[src/rtl/student_apb_arb_pkg.sv]
// Shared types and constants for the student APB arbiter.
// The optional ACCESS timeout is enabled by defining STUDENT_APB_ARB_TIMEOUT_EN.
package student_apb_arb_pkg;

    typedef enum logic [1:0] {
        IDLE   = 2'd0,
        SETUP  = 2'd1,
        ACCESS = 2'd2
    } state_t;

    localparam int unsigned DEF_TIMEOUT_CYCLES = 255;
    localparam int unsigned TO_CNT_W           = 16;

endpackage

[src/rtl/student_apb_arbiter_rr_arbiter.sv]
// Combinational round-robin grant: first set request at or after ptr, wrapping.
module rr_arbiter
    import student_apb_arb_pkg::*;
#(
    parameter  int unsigned NUM_REQ = 2,
    localparam int unsigned PTR_W   = $clog2(NUM_REQ)
) (
    input  logic [NUM_REQ-1:0] req,
    input  logic [PTR_W-1:0]   ptr,
    input  logic               enable,
    output logic [NUM_REQ-1:0] grant
);

    logic [PTR_W-1:0] w_idx;
    logic             w_found;

    always_comb begin
        grant   = '0;
        w_found = 1'b0;
        w_idx   = '0;
        if (enable) begin
            for (int unsigned i = 0; i < NUM_REQ; i++) begin
                w_idx = PTR_W'((32'(ptr) + i) % NUM_REQ);
                if (!w_found && req[w_idx]) begin
                    grant[w_idx] = 1'b1;
                    w_found      = 1'b1;
                end
            end
        end
    end

endmodule

[src/rtl/student_apb_arbiter.sv]
// Round-robin arbiter sharing one APB master port between NUM_REQ requesters.
// Define STUDENT_APB_ARB_TIMEOUT_EN to abort ACCESS after TIMEOUT_CYCLES without PREADY.
module student_apb_arbiter
    import student_apb_arb_pkg::*;
#(
    parameter int unsigned NUM_REQ        = 2,
    parameter int unsigned APB_AW         = 32,
    parameter int unsigned APB_DW         = 32,
    parameter int unsigned TIMEOUT_CYCLES = DEF_TIMEOUT_CYCLES
) (
    input  logic                      clk_in,
    input  logic                      reset_int,
    input  logic [NUM_REQ-1:0]        req_valid,
    input  logic [NUM_REQ-1:0]        req_write,
    input  logic [NUM_REQ*APB_AW-1:0] req_addr,
    input  logic [NUM_REQ*APB_DW-1:0] req_wdata,
    output logic [NUM_REQ-1:0]        req_ready,
    output logic [NUM_REQ-1:0]        rsp_valid,
    output logic [APB_DW-1:0]         rsp_rdata,
    output logic                      rsp_err,
    output logic [APB_AW-1:0]         PADDR,
    output logic                      PSEL,
    output logic                      PENABLE,
    output logic                      PWRITE,
    output logic [APB_DW-1:0]         PWDATA,
    input  logic [APB_DW-1:0]         PRDATA,
    input  logic                      PREADY,
    input  logic                      PSLVERR,
    output logic                      busy
);

    localparam int unsigned PTR_W = $clog2(NUM_REQ);

    state_t              r_state, w_state_nxt;
    logic [PTR_W-1:0]    r_rr_ptr, r_gidx, w_gidx, w_ptr_nxt;
    logic [NUM_REQ-1:0]  w_grant, r_gnt, r_rsp_valid;
    logic [APB_AW-1:0]   r_addr, w_addr;
    logic [APB_DW-1:0]   r_wdata, w_wdata, r_rdata;
    logic                r_write, w_write, r_err;
    logic                w_arb_en, w_done, w_abort;

    // Gating with reset keeps req_ready low while the block is held in reset.
    assign w_arb_en = (r_state == IDLE) && reset_int;

    rr_arbiter #(.NUM_REQ(NUM_REQ)) u_rr_arbiter (
        .req    (req_valid),
        .ptr    (r_rr_ptr),
        .enable (w_arb_en),
        .grant  (w_grant)
    );

    always_comb begin
        w_gidx  = '0;
        w_addr  = '0;
        w_wdata = '0;
        w_write = 1'b0;
        for (int unsigned i = 0; i < NUM_REQ; i++) begin
            if (w_grant[i]) begin
                w_gidx  = i[PTR_W-1:0];
                w_addr  = req_addr[i*APB_AW +: APB_AW];
                w_wdata = req_wdata[i*APB_DW +: APB_DW];
                w_write = req_write[i];
            end
        end
    end

    always_comb begin
        w_ptr_nxt = (r_gidx == PTR_W'(NUM_REQ - 1)) ? '0 : r_gidx + 1'b1;
    end

    assign w_done = (r_state == ACCESS) && PREADY;

`ifdef STUDENT_APB_ARB_TIMEOUT_EN
    logic [TO_CNT_W-1:0] r_to_cnt;

    always_ff @(posedge clk_in or negedge reset_int) begin
        if (!reset_int) begin
            r_to_cnt <= '0;
        end else if (r_state == SETUP) begin
            r_to_cnt <= '0;
        end else if ((r_state == ACCESS) && !PREADY) begin
            r_to_cnt <= r_to_cnt + 1'b1;
        end
    end

    // Abort on the cycle that would make the count reach the limit; PREADY wins ties.
    assign w_abort = (r_state == ACCESS) && !PREADY &&
                     (r_to_cnt == TO_CNT_W'(TIMEOUT_CYCLES - 1));
`else
    logic w_unused_timeout;
    assign w_unused_timeout = (TIMEOUT_CYCLES != 0);
    assign w_abort          = 1'b0;
`endif

    always_comb begin
        w_state_nxt = r_state;
        case (r_state)
            IDLE:    if (|w_grant) w_state_nxt = SETUP;
            SETUP:   w_state_nxt = ACCESS;
            ACCESS:  if (w_done || w_abort) w_state_nxt = IDLE;
            default: w_state_nxt = IDLE;
        endcase
    end

    always_ff @(posedge clk_in or negedge reset_int) begin
        if (!reset_int) begin
            r_state     <= IDLE;
            r_rr_ptr    <= '0;
            r_gidx      <= '0;
            r_gnt       <= '0;
            r_addr      <= '0;
            r_wdata     <= '0;
            r_write     <= 1'b0;
            r_rsp_valid <= '0;
            r_rdata     <= '0;
            r_err       <= 1'b0;
        end else begin
            r_state     <= w_state_nxt;
            r_rsp_valid <= '0;
            if (|w_grant) begin
                r_gidx  <= w_gidx;
                r_gnt   <= w_grant;
                r_addr  <= w_addr;
                r_wdata <= w_wdata;
                r_write <= w_write;
            end
            if (w_done) begin
                r_rsp_valid <= r_gnt;
                r_rdata     <= r_write ? '0 : PRDATA;
                r_err       <= PSLVERR;
                r_rr_ptr    <= w_ptr_nxt;
            end else if (w_abort) begin
                r_rsp_valid <= r_gnt;
                r_rdata     <= '0;
                r_err       <= 1'b1;
                r_rr_ptr    <= w_ptr_nxt;
            end
        end
    end

    assign req_ready = w_grant;
    assign rsp_valid = r_rsp_valid;
    assign rsp_rdata = r_rdata;
    assign rsp_err   = r_err;
    assign PSEL      = (r_state != IDLE);
    assign PENABLE   = (r_state == ACCESS);
    assign PADDR     = r_addr;
    assign PWRITE    = r_write;
    assign PWDATA    = r_wdata;
    assign busy      = (r_state != IDLE);

endmodule

[config.mk]
export PLATFORM = sky130hd
export DESIGN_NAME = student_apb_arbiter
export DESIGN_NICKNAME = d
export VERILOG_FILES = /design/src/rtl/student_apb_arb_pkg.sv /design/src/rtl/student_apb_arbiter_rr_arbiter.sv /design/src/rtl/student_apb_arbiter.sv
export SDC_FILE = /design/constraint.sdc
export NUM_CORES = 1
export LEC_CHECK = 0
export ABC_AREA = 1
export BUFFER_PORTS_ARGS = -buffer_cell sky130_fd_sc_hd__buf_2
export CORE_AREA = 5 5 120 122
export DETAILED_ROUTE_END_ITERATION = 7
export DIE_AREA = 0 0 125 127
export GPL_TIMING_DRIVEN = 1
export PLACE_DENSITY = 0.83
export SLEW_MARGIN = 20
export SYNTH_ARGS = -nofsm -noshare
export SYNTH_HDL_FRONTEND = slang
export SYNTH_SLANG_ARGS = --single-unit
[constraint.sdc]
create_clock -name clk_in -period 2.9 [get_ports clk_in]
set_clock_uncertainty 0.1 [all_clocks]
set_input_delay 0.29 -clock clk_in [delete_from_list [all_inputs] [get_ports clk_in]]
set_output_delay 0.29 -clock clk_in [all_outputs]
set_load 0.03 [all_outputs]
======== After elaboration in Yosys (flattened, before gate mapping) ========
Index checks and enable logic that the tools add are counted.
W data, S select, Z words.
cells by class
  equal/unequal tests ..................... 4
  shift-type cells ........................ 0
  bitwise logic cells ..................... 1
  reductions and logical operators ........ 10
  magnitude comparators ................... 4
  $mul .................................... 0
  add/sub/neg operators ................... 2
  div/mod/pow operators ................... 0
  mux-type cells .......................... 27
operators by type and width
  kind                   count
  $mux W32               5
  $mux W2                7
  $mux W1                12
  $pmux W2 S3            1
  $logic_and A1 B1 Y1    5
  $lt A1 B2 Y1 const B   2
  $ne A2 B1 Y1 const B   2
  $add A1 B1 Y1 const B  2
  $demux W1 S1           2
  $eq A2 B1 Y1 const B   1
  $eq A2 B2 Y1 const B   1
  $ge A1 B1 Y1 const B   2
  $logic_not A2 Y1       1
  $or A2 B2 Y2           1
  $reduce_and A2 Y1      1
  $reduce_bool A2 Y1     1
  $reduce_or A2 Y1       1
  $logic_not A1 Y1       1
storage, ports and cells
  memories ................................ 0
  latch bits .............................. 0
  memory bits (read-only) ................. 0
  input bits .............................. 168
  register bits ........................... 106
  word-level logic and storage cells ...... 58
  output and inout bits ................... 105
  RAM bits ................................ 0

======== Longest topological paths before layout ========
  depth after elaboration ................. 12
  depth in mapped cells ................... 9
  gate-level depth less buffers ........... 7

======== Hierarchy ========
Synthesis repeated with hierarchy kept, for this count alone.
unflattened totals
  cells, all modules ...................... 592
  area total of the unflattened synthesis .. 4728.3 um^2
by module, submodules not included
  module               instances  sequential area each (um^2)  cells an instance  area an instance (um^2)
  student_apb_arbiter  1          2627.5                       587                4707.0
  rr_arbiter           1          0.0                          5                  21.3

======== Least setup slack after synthesis ========
OpenSTA, ideal clock, no wires.
  path type ............................... reg2out
  start ................................... reg r_state[0]
  end ..................................... out req_ready[0]
  slack ................................... 1.262 ns
  buffers on the path ..................... 1
  arrival ................................. 1.248 ns
  cell stages (with the launch flop) ...... 7
  required time ........................... 2.510 ns
  cells stage by stage .................... dfrtp_1 > inv_2 > nand2_2 > nor2_4 > nand2_2 > buf_4 > inv_1
between the ends
  longest elaborated chain between the ends .. 3
RTL lines
  item                    RTL line                              source
  from (decl)             student_apb_arbiter.sv:34             state_t r_state, w_state_nxt;
  from (signal assigned)  student_apb_arbiter.sv:118            r_state <= w_state_nxt;
  $logic_not A2 Y1        student_apb_arbiter.sv:43             assign w_arb_en = (r_state == IDLE) && reset_int;
  $logic_and A1 B1 Y1     student_apb_arbiter.sv:43
  $mux W2                 student_apb_arbiter_rr_arbiter.sv:21  if (enable) begin
  to (decl)               student_apb_arbiter.sv:17             output logic [NUM_REQ-1:0] req_ready,
Every way passes these cells.

======== Worst setup path in the final report ========
  start ................................... reg r_state[0]
  end ..................................... out req_ready[1]
The elaborated chain is that of the path after synthesis.

==> results_dict.tcl <==
set metrics [dict create \
    run_status "complete, no violations" \
    cts-root-buf "clkbuf_16" \
    start_util_pct 39.4 \
    first_iter_violations 235 \
    r2r_slack_ns 0.98 \
    dr_total_vias 5243 \
    synth_top_cells_by_count "nand2_1 (198), nand3_1 (196), dfrtp_1 (105)" \
    die_h_um 127 \
    final-instance-count-excl-fill 1095 \
    worst_path_largest_cell_delay_ns 0.41 \
    place_area_um2 6560 \
    power_frac_seq_pct 32.9 \
    layout_setup_ws_ns 0.722 \
    ant_nets 0 \
    post-route-drc-count 0 \
    vdd_drop_max_mv 0.412 \
    cap_violations 0 \
    drv_slew 0 \
    cts_tree "built" \
    p_int_uw 4000 \
    wl_um 15200 \
    vias_per_cell 4.79 \
    critical_path_class "reg -> out" \
    fin_crit_ns 2.18 \
    relSlewSlack_pct 32.0 \
    met1_length_um 6360 \
    worstMarginPinSlew_ns 1.02 \
    switching_share_pct 47.9 \
    ys.flop_type "dfrtp_1" \
    r2r_start "r_state[0]$_DFFE_PN0P_" \
    area_growth_pct 33.5 \
    worstPathRequired_ns 2.51 \
    rsz0062_at_grt "false" \
    async_flop_share_pct 100 \
    place_ws_ns 0.989 \
    dp_cells 1078 \
    hold_buffers 0 \
    yosysSeqAreaShare_pct 51.0 \
    cts-resized-gates 0 \
    cts_made_buffers 9 \
    htree_levels 3 \
    gp_congestion 0.872 \
    fmax_mhz 459 \
    grt_remaining_overflow 0 \
    io_pins 273 \
    p_per_area_nw_per_um2 1110 \
    yosysTopAreaCell "dfrtp_1" \
    portBuffers 272 \
    coreArea_um2 13100 \
    ff2ff_path_depth 7 \
    min_path_type "in -> async" \
    dp_hpwl_um 11300 \
    tns_ns 0 \
    dr_wl_met2_um 7130 \
    cp_slowest_cell "dfrtp_1" \
    dr.pass1.iters 5 \
    highest_layer "met4" \
    hold_violations 0 \
    clkTransAtPathRegs_ns 0.07 \
    clkLatencyLatePin_ns 0.33 \
    cts_buffer_depth 2 \
    grt_usage_pct 18.7 \
    startpoint_type "flip-flop" \
    p_leak_uw 0.00405 \
    routedWlPerCell_um 13.8 \
    syn_area_per_cell_um2 7.65 \
    critPathMaxFanout 27 \
    syn_area_um2 5150 \
    critical_path.endpoint "req_ready[1]" \
    reg2reg_to "PWDATA[28]$_DFFE_PN0P_" \
    grt_pass1_wl_um 24300 \
    die_w_um 125 \
    yosys_warnings 0 \
    crit_start "r_state[0]$_DFFE_PN0P_" \
    clock_sinks 105 \
    final_net_count 1081 \
    grt_pass1_vias 4893 \
    synth_most_common_cell "nand2_1" \
    setup_violations 0 \
    timing.final.crit_share_pct 75.1 \
    crit_chain "inv_2, nand2_2, nor2_4, nand2_2, inv_1, buf_2" \
    met3_length_um 1360 \
    whs_ns 0.0212 \
    share_comb_of_total_power_pct 50.3 \
    synth_area_leaders "dfrtp_1 (51%), nand3_1 (19%), nand2_1 (14%), inv_1 (5.1%), buf_2 (2.7%)" \
    synth_cell_types 20 \
    synthesis.nets 842 \
    drive_gt1_share_pct 33.9 \
    synth_seq_cells 105 \
    synth_top_cell_area_share_pct 51.0 \
    synth_cells 674 \
    cts_setup_buffers 0 \
    synth_edf_count 0 \
    nFillCells 1284 \
    path_common_cell "nand2_2" \
    endpoint_kind "primary output" \
    antenna_found_initial 1 \
    switchingPower_uw 3670 \
    cp.arrival_ns 1.79 \
    die_area_um2 15900 \
    floorplan.rows 42 \
    grt_max_degree 69 \
    clkPwrFrac_pct 16.7 \
    final_area_um2 6880 \
]
## critical path, delay by kind of cell (launching register included)
family / cells / cell delay, ns
flops: 1 / 0.41
simple gates: 3 / 0.56
buf+inv: 3 / 0.47
## cell usage in the layout, fill, tap and decap left out, drive strengths merged
cell | Yosys | layout
nand3 | 196 | 196
diode | 0 | 1
nand2 | 201 | 201
nor2 | 5 | 5
bufinv | 0 | 2
buf | 38 | 282
o21a | 1 | 1
o21ai | 34 | 34
clkbuf | 16 | 9
a21oi | 2 | 2
clkinv | 0 | 3
inv | 75 | 77
a21boi | 1 | 1
dfrtp | 105 | 105
## flip-flops by register name, summed over array words and instances, names as in the netlist
name and flops:
PADDR 32, r_gnt 1, r_state 2, rsp_valid 2
r_rr_ptr 1, PWRITE 1, rsp_rdata 32, PWDATA 32
r_gidx 1, rsp_err 1
## cell type report
| cell class | count | area, um2 | share of cell area, % |
|---|---|---|---|
| clock inverters | 7 | 92.6 | 1.35 |
| well taps | 176 | 220 | 3.20 |
| diodes | 1 | 2.50 | 0.0364 |
| repair buffers | 282 | 1440 | 20.9 |
| multi-input cells | 440 | 1990 | 29.0 |
| clock buffers | 9 | 225 | 3.27 |
| flip-flops and latches | 105 | 2630 | 38.2 |
| inverters | 75 | 282 | 4.09 |
## through the flow
step                      total power [uW]  utilization [%]
after floorplan                       5250                -
after global placement                6360             50.1
after detailed placement              6450             50.1
after CTS                             7760             52.6
after global routing                  8180             52.6
final                                 7670             52.6
## cells by family after synthesis
family,synth area share (%)
and+or+nand+nor,34.4
AOI/OAI and AO/OA,3.93
buffers and inverters,10.7
DFF,51.0
## worst min path at each step
stage               slack, ns                      from  cells after the start                        to
floorplan               -0.11                 reset_int                      0      PADDR[0]$_DFFE_PN0P_
global placement         0.36  rsp_rdata[4]$_DFFE_PN0N_                      2  rsp_rdata[4]$_DFFE_PN0N_
detailed placement       0.35       rsp_err$_DFFE_PN0N_                      2       rsp_err$_DFFE_PN0N_
CTS                      0.04                 reset_int                      2    PWDATA[26]$_DFFE_PN0P_
global route             0.09                   PSLVERR                      3       rsp_err$_DFFE_PN0N_
finish                   0.02                 reset_int                      2  rsp_rdata[1]$_DFFE_PN0N_
## power by group through the flow
stage | Combinational [uW] | Clock (uW) | Sequential (uW)
after CTS | 3910 | 1330 | 2530
after global placement | 3820 | 0 | 2540
final | 3860 | 1280 | 2530
after detailed placement | 3910 | 0 | 2540
after floorplan | 1410 | 0 | 3840
after global routing | 4180 | 1390 | 2620
## routing by layer
metal	vias to the layer above	global-route usage, %
met2	248	30.5
met1	2349	24.2
met4	0	6.95
met3	20	4.63
met5	-	0
li1	2626	-
Power figures use the tool's default switching activity.
